**src/rtl/ldo_seq_ctrl.sv**
```systemverilog
// ldo_seq_ctrl: power-up / power-down sequencer for N_CH on-chip LDO channels.
//
// Brings channels up one at a time. Each channel's enable is raised, then its
// reference code is ramped from 0 to the latched target. The sequencer then waits
// (bounded) for that channel's power-good before moving to the next channel.
// Power-down releases channels in reverse order with a fixed spacing. A missing or
// dropped power-good parks the sequencer in FAULT with every channel off.
//
// Ports:
//   clk        system clock
//   resetn     asynchronous active-low reset
//   req        level request: 1 = power up all channels, 0 = power down
//   target     final reference code (latched when leaving OFF)
//   pg_async   power-good comparators, asynchronous to clk (synchronised here)
//   clr_fault  fault clear pulse (honoured only together with req = 0)
//   en         per-channel LDO enable
//   code       per-channel soft-start code, channel i at [i*CODE_W +: CODE_W]
//   all_good   all channels up and power-good
//   busy       sequencing in progress (ramp, wait for power-good, power-down)
//   fault      sequencer in FAULT
//   fault_ch   index of the channel that caused the fault
module ldo_seq_ctrl #(
  parameter int unsigned N_CH     = 3,
  parameter int unsigned CODE_W   = 6,
  parameter int unsigned STEP     = 4,
  parameter int unsigned RAMP_DIV = 8,
  parameter int unsigned TIMEOUT  = 64,
  parameter int unsigned OFF_DLY  = 16
) (
  input  logic                   clk,
  input  logic                   resetn,
  input  logic                   req,
  input  logic [CODE_W-1:0]      target,
  input  logic [N_CH-1:0]        pg_async,
  input  logic                   clr_fault,
  output logic [N_CH-1:0]        en,
  output logic [N_CH*CODE_W-1:0] code,
  output logic                   all_good,
  output logic                   busy,
  output logic                   fault,
  output logic [2:0]             fault_ch
);

  localparam int unsigned ChW     = (N_CH > 1) ? $clog2(N_CH) : 1;
  localparam int unsigned CntMax0 = (RAMP_DIV > TIMEOUT) ? RAMP_DIV : TIMEOUT;
  localparam int unsigned CntMax  = (CntMax0 > OFF_DLY) ? CntMax0 : OFF_DLY;
  localparam int unsigned CntW    = (CntMax > 1) ? $clog2(CntMax) : 1;

  localparam logic [ChW-1:0]  LastCh   = ChW'(N_CH - 1);
  localparam logic [CntW-1:0] RampLast = CntW'(RAMP_DIV - 1);
  localparam logic [CntW-1:0] ToLast   = CntW'(TIMEOUT - 1);
  localparam logic [CntW-1:0] OffLast  = CntW'(OFF_DLY - 1);

  typedef enum logic [2:0] {
    StOff,
    StRamp,
    StWaitPg,
    StOn,
    StDown,
    StFault
  } state_e;

  state_e                         state_q, state_d;
  logic [ChW-1:0]                 ch_q, ch_d;
  logic [CntW-1:0]                cnt_q, cnt_d;
  logic [CODE_W-1:0]              tgt_q, tgt_d;
  logic [N_CH-1:0]                en_q, en_d;
  logic [N_CH-1:0][CODE_W-1:0]    code_q, code_d;
  logic                           all_good_q, all_good_d;
  logic                           busy_q, busy_d;
  logic                           fault_q, fault_d;
  logic [2:0]                     fault_ch_q, fault_ch_d;
  logic [N_CH-1:0]                pg_meta_q, pg_s_q;

  logic [ChW-1:0]                 ch_nxt, ch_prv, low_idx;
  logic [CODE_W:0]                ramp_sum;
  logic [CODE_W-1:0]              ramp_next;

  assign ch_nxt = ch_q + 1'b1;
  assign ch_prv = ch_q - 1'b1;

  // One extra bit so that code + STEP can never wrap past the target.
  always_comb begin
    ramp_sum = {1'b0, code_q[ch_q]} + (CODE_W + 1)'(STEP);
    if (ramp_sum >= {1'b0, tgt_q}) begin
      ramp_next = tgt_q;
    end else begin
      ramp_next = ramp_sum[CODE_W-1:0];
    end
  end

  // Lowest channel whose synchronised power-good is low.
  always_comb begin
    low_idx = '0;
    for (int i = int'(N_CH) - 1; i >= 0; i--) begin
      if (!pg_s_q[i]) begin
        low_idx = ChW'(i);
      end
    end
  end

  always_comb begin
    state_d    = state_q;
    ch_d       = ch_q;
    cnt_d      = cnt_q;
    tgt_d      = tgt_q;
    en_d       = en_q;
    code_d     = code_q;
    fault_ch_d = fault_ch_q;

    unique case (state_q)
      StOff: begin
        if (req) begin
          tgt_d     = target;
          ch_d      = '0;
          cnt_d     = '0;
          en_d[0]   = 1'b1;
          code_d[0] = '0;
          state_d   = StRamp;
        end
      end

      StRamp: begin
        if (!req) begin
          // Abort: the channel being ramped is the first one released.
          en_d[ch_q]   = 1'b0;
          code_d[ch_q] = '0;
          cnt_d        = '0;
          state_d      = StDown;
        end else if (code_q[ch_q] == tgt_q) begin
          cnt_d   = '0;
          state_d = StWaitPg;
        end else if (cnt_q == RampLast) begin
          cnt_d        = '0;
          code_d[ch_q] = ramp_next;
        end else begin
          cnt_d = cnt_q + 1'b1;
        end
      end

      StWaitPg: begin
        if (!req) begin
          en_d[ch_q]   = 1'b0;
          code_d[ch_q] = '0;
          cnt_d        = '0;
          state_d      = StDown;
        end else if (pg_s_q[ch_q]) begin
          // Checked before the timeout so a last-cycle power-good still counts.
          cnt_d = '0;
          if (ch_q == LastCh) begin
            state_d = StOn;
          end else begin
            ch_d           = ch_nxt;
            en_d[ch_nxt]   = 1'b1;
            code_d[ch_nxt] = '0;
            state_d        = StRamp;
          end
        end else if (cnt_q == ToLast) begin
          fault_ch_d = 3'(ch_q);
          en_d       = '0;
          code_d     = '0;
          state_d    = StFault;
        end else begin
          cnt_d = cnt_q + 1'b1;
        end
      end

      StOn: begin
        if (pg_s_q != {N_CH{1'b1}}) begin
          fault_ch_d = 3'(low_idx);
          en_d       = '0;
          code_d     = '0;
          state_d    = StFault;
        end else if (!req) begin
          ch_d           = LastCh;
          en_d[LastCh]   = 1'b0;
          code_d[LastCh] = '0;
          cnt_d          = '0;
          state_d        = StDown;
        end
      end

      StDown: begin
        // req is ignored here; a new power-up only starts from OFF.
        if (cnt_q == OffLast) begin
          cnt_d = '0;
          if (ch_q == '0) begin
            state_d = StOff;
          end else begin
            ch_d           = ch_prv;
            en_d[ch_prv]   = 1'b0;
            code_d[ch_prv] = '0;
          end
        end else begin
          cnt_d = cnt_q + 1'b1;
        end
      end

      StFault: begin
        if (clr_fault && !req) begin
          fault_ch_d = '0;
          state_d    = StOff;
        end
      end

      default: begin
        en_d       = '0;
        code_d     = '0;
        fault_ch_d = '0;
        state_d    = StOff;
      end
    endcase

    // Status flags are registered from the next state so they line up with it.
    all_good_d = (state_d == StOn);
    busy_d     = (state_d == StRamp) || (state_d == StWaitPg) || (state_d == StDown);
    fault_d    = (state_d == StFault);
  end

  always_ff @(posedge clk or negedge resetn) begin
    if (!resetn) begin
      state_q    <= StOff;
      ch_q       <= '0;
      cnt_q      <= '0;
      tgt_q      <= '0;
      en_q       <= '0;
      code_q     <= '0;
      all_good_q <= 1'b0;
      busy_q     <= 1'b0;
      fault_q    <= 1'b0;
      fault_ch_q <= '0;
      pg_meta_q  <= '0;
      pg_s_q     <= '0;
    end else begin
      state_q    <= state_d;
      ch_q       <= ch_d;
      cnt_q      <= cnt_d;
      tgt_q      <= tgt_d;
      en_q       <= en_d;
      code_q     <= code_d;
      all_good_q <= all_good_d;
      busy_q     <= busy_d;
      fault_q    <= fault_d;
      fault_ch_q <= fault_ch_d;
      pg_meta_q  <= pg_async;
      pg_s_q     <= pg_meta_q;
    end
  end

  assign en       = en_q;
  assign code     = code_q;
  assign all_good = all_good_q;
  assign busy     = busy_q;
  assign fault    = fault_q;
  assign fault_ch = fault_ch_q;

endmodule

```
**config.mk**
```make
export PLATFORM = sky130hd
export DESIGN_NAME = ldo_seq_ctrl
export DESIGN_NICKNAME = d
export VERILOG_FILES = /design/src/rtl/ldo_seq_ctrl.sv
export SDC_FILE = /design/constraint.sdc
export NUM_CORES = 1
export LEC_CHECK = 0
export CELL_PAD_IN_SITES_DETAIL_PLACEMENT = 1
export CELL_PAD_IN_SITES_GLOBAL_PLACEMENT = 1
export CORE_ASPECT_RATIO = 0.8
export CORE_MARGIN = 5
export CORE_UTILIZATION = 30
export CTS_CLUSTER_DIAMETER = 50
export DETAILED_ROUTE_END_ITERATION = 8
export PLACE_DENSITY_LB_ADDON = 0.12
export SYNTH_ARGS = -nofsm -noshare
export SYNTH_HDL_FRONTEND = slang
export SYNTH_SLANG_ARGS = --single-unit
```
**constraint.sdc**
```tcl
create_clock -name clk -period 5.23 [get_ports clk]
set_input_delay 0.7845 -clock clk [delete_from_list [all_inputs] [get_ports clk]]
set_output_delay 0.7845 -clock clk [all_outputs]
set_load 0.02 [all_outputs]
```
==> impl_metrics.toml <==
[outcome]
status = "completed"

[synth]
syn_inst = 318
synthTopCellsByArea = "dfrtp_1, ha_1, mux2i_1"
synth-seq-cells = 49
yosysTopAreaCellShare_pct = 40.8
async_flop_share_pct = 100
synth_enable_flop_cells = 0
synth_top_cell_by_area = "dfrtp_1"
avgSynthCellArea_um2 = 9.45
syn_area_um2 = 3010
yosysSeqAreaShare_pct = 40.8
ys_warn_count = 0
synth.distinct_cells = 64
synth_fp_nets = 344
synthFlopType = "dfrtp_1"

[power]
ir_worst_vdd_uv = 161
clkPwrFrac_pct = 21.0
p_comb_share_pct = 46.0
p_int_mw = 0.929
swShare_pct = 43.7
power_switching_mw = 0.720
leakage_nw = 1.54
power_per_cell_area_nw_per_um2 = 450
p_seq_share_pct = 33.0

[timing]
setup_tns_ns = 0
slew_viol_final = 0
rsz0062_at_grt = "no"
setup_viol = 0
max_slew_margin_pct = 43.1
finalHoldViolations = 0
worst_pin_slew_ns = 0.850
finClkSkew_ns = 0.00940
period_share_pct = 65.5
period_minus_slack_ns = 3.42
fmax_mhz = 292

[grt]
grt_max_degree = 50
grt_overflow = 0
antenna_found_initial = 0
grt_first_pass_wirelength_um = 14700
grt_usage_pct = 15.5
grt_pass1_vias = 2613

[finish]
layout.cells.non_filler = 490
synthToLayoutAreaGrowth_pct = 21.9
n_antenna_cell = 0
drive_above_1_share_pct = 8.47
nFillCells = 1113
postLayoutCoreUtil_pct = 37.7
final_nets = 379

[clocking]
ctsHoldBuffers = 0
post-cts-setup-buffers = 0
clk_pin_slew_ns = 0.07
cts_made_buffers = 5
cts-resized-gates = 0
cts_tree = "done"
clkSinkCount = 49
cts_max_level = 2
worstSkewPairLatency_ns = 0.30
clockBufferDepth = 2
clock-root-buffer = "clkbuf_16"

[placement]
hpwlAfterDp_um = 6840
place_congestion = 0.889
dp.cells = 482
port_buffers = 38

[routing]
post_drt_wl_per_cell_um = 18.6
ant_nets = 0
vias = 2568
wirelength_um = 9120
via_per_inst = 5.24
firstDrtPassIters = 4
drc = 0
drt_iter0_drc = 162

[floorplan]
die_h_um = 99.5
die_w_um = 122
fp.dieArea_um2 = 12100
core_area_um2 = 9730
num_rows = 32
start_util_pct = 30.9
num_io_pins = 40

[worst_setup_path]
critical_path_arrival_ns = 3.60
cp_max_fo = 13
cp.required_ns = 5.40
cp-start-kind = "flip-flop"
crit_type = "flip-flop to flip-flop"
critPathCaptureType = "flip-flop"

[flow_run]
cap_viol_max_count = 0

[hold_path]
hp-class = "flip-flop to flip-flop"
## synth_stat cells (2+ instances only)
library cell	count
clkbuf_1	8
a21oi_1	15
nand3_1	12
or3_1	2
mux2_2	2
nor3_1	6
buf_4	2
nand4_1	3
and2_1	4
nand2_1	28
a31oi_1	2
nor4_1	2
nor3b_1	2
nand3b_1	4
or2_2	2
o21ai_1	3
inv_1	18
dfrtp_1	49
a21o_2	2
a211oi_1	2
o21a_1	2
ha_1	13
o22ai_1	10
nor2b_1	6
a21o_1	4
o31ai_1	4
a2111o_1	2
nand2b_1	4
nor2_1	19
mux2i_1	14
o21ai_0	22
and3_1	3
and3_2	2
xnor2_1	4
o2bb2ai_1	12
## cell usage in the layout (no fill, tap or decap), drive strengths merged, types with 3 or more instances in the layout
cell type and instances:
nand3 12, nor2b 7, nand2b 4, mux2i 14, clkdlybuf4s50 37, o21ai 25
clkbuf 6, o31ai 4, and2 4, o22ai 10, nand3b 4, o2bb2ai 13
a21oi 15, a21o 6, inv 19, nand2 29, dfrtp 49, nor2 19
and3 5, a31oi 3, xnor2 4, nor3 6, ha 13, nand4 3
## critical path: stages (launching register included)
cell	delay, ns
dfrtp_1	0.71
mux2i_1	0.28
nor2_1	0.06
a21oi_1	0.26
inv_1	0.11
ha_1	0.23
xor2_1	0.18
ha_1	0.31
a21oi_1	0.06
o21ai_1	0.52
mux2i_1	0.47
o2bb2ai_1	0.12
## kinds of logic (layout without fill, tap and decap cells)
group	Yosys count	after routing	synth area share, %
mux	16	16	5.41
other cells	1	1	0.125
simple gates	109	109	19.9
buf+inv	29	65	3.91
fa+ha+maj	13	13	5.41
xor+xnor	5	5	1.46
flops	49	49	40.8
compound gates	96	96	23.0
## routing by layer
metal  GRT usage (%)  routed length, µm
met1            25.0               4900
met2            20.6               3570
met3            3.75                556
met4            2.93                 87
met5               0                  0
## stage by stage
step / cell area (µm²) / setup slack (ns) / hold slack (ns) / total power [mW]
after detailed placement: 3510 / 1.74 / 0.336 / 1.30
after global routing: 3660 / 1.50 / 0.372 / 1.77
after floorplan: 3010 / 2.42 / 0.331 / 1.07
after CTS: 3660 / 1.83 / 0.355 / 1.66
final: 3660 / 1.81 / 0.352 / 1.65
after global placement: 3510 / 1.70 / 0.338 / 1.30
## flip-flops by register name, indices dropped and copies added, names as in the netlist
| signal | count |
|---|---|
| pg_meta_q | 3 |
| fault | 1 |
| cnt_q | 6 |
| state_q | 3 |
| all_good | 1 |
| ch_q | 2 |
| code | 18 |
| busy | 1 |
| en | 3 |
| tgt_q | 6 |
| pg_s_q | 3 |
| fault_ch | 2 |
## power by group through the flow
stage / Sequential (mW) / Clock, mW / Combinational, mW
after floorplan: 0.495 / 0 / 0.576
after global placement: 0.553 / 0 / 0.750
after detailed placement: 0.550 / 0 / 0.751
after CTS: 0.544 / 0.360 / 0.755
after global routing: 0.556 / 0.377 / 0.835
final: 0.545 / 0.346 / 0.758
## layout make-up
class / instances / area (µm²) / share of cell area (%)
clock buffers: 6 / 139 / 3.79
clock inverters: 2 / 17.5 / 0.478
inverters: 18 / 67.6 / 1.84
multi-input cells: 240 / 1660 / 45.3
flip-flops and latches: 49 / 1230 / 33.5
well taps: 136 / 170 / 4.64
repair buffers: 39 / 383 / 10.4
## final timing paths
| kind | depth (start not counted) | start | endpoint | slack, ns |
|---|---|---|---|---|
| min | 0 | pg_meta_q[1] | pg_s_q[1] | 0.35 |
| max reg2reg | 11 | ch_q[0] | code[8] | 1.81 |
| max in group asynchronous | 2 | resetn | state_q[2] | 4.18 |
| max | 11 | ch_q[0] | code[8] | 1.81 |
| min in group asynchronous | 2 | resetn | cnt_q[0] | 0.58 |
| min reg2reg | 0 | pg_meta_q[1] | pg_s_q[1] | 0.35 |
(Power assumes the default switching activity.)
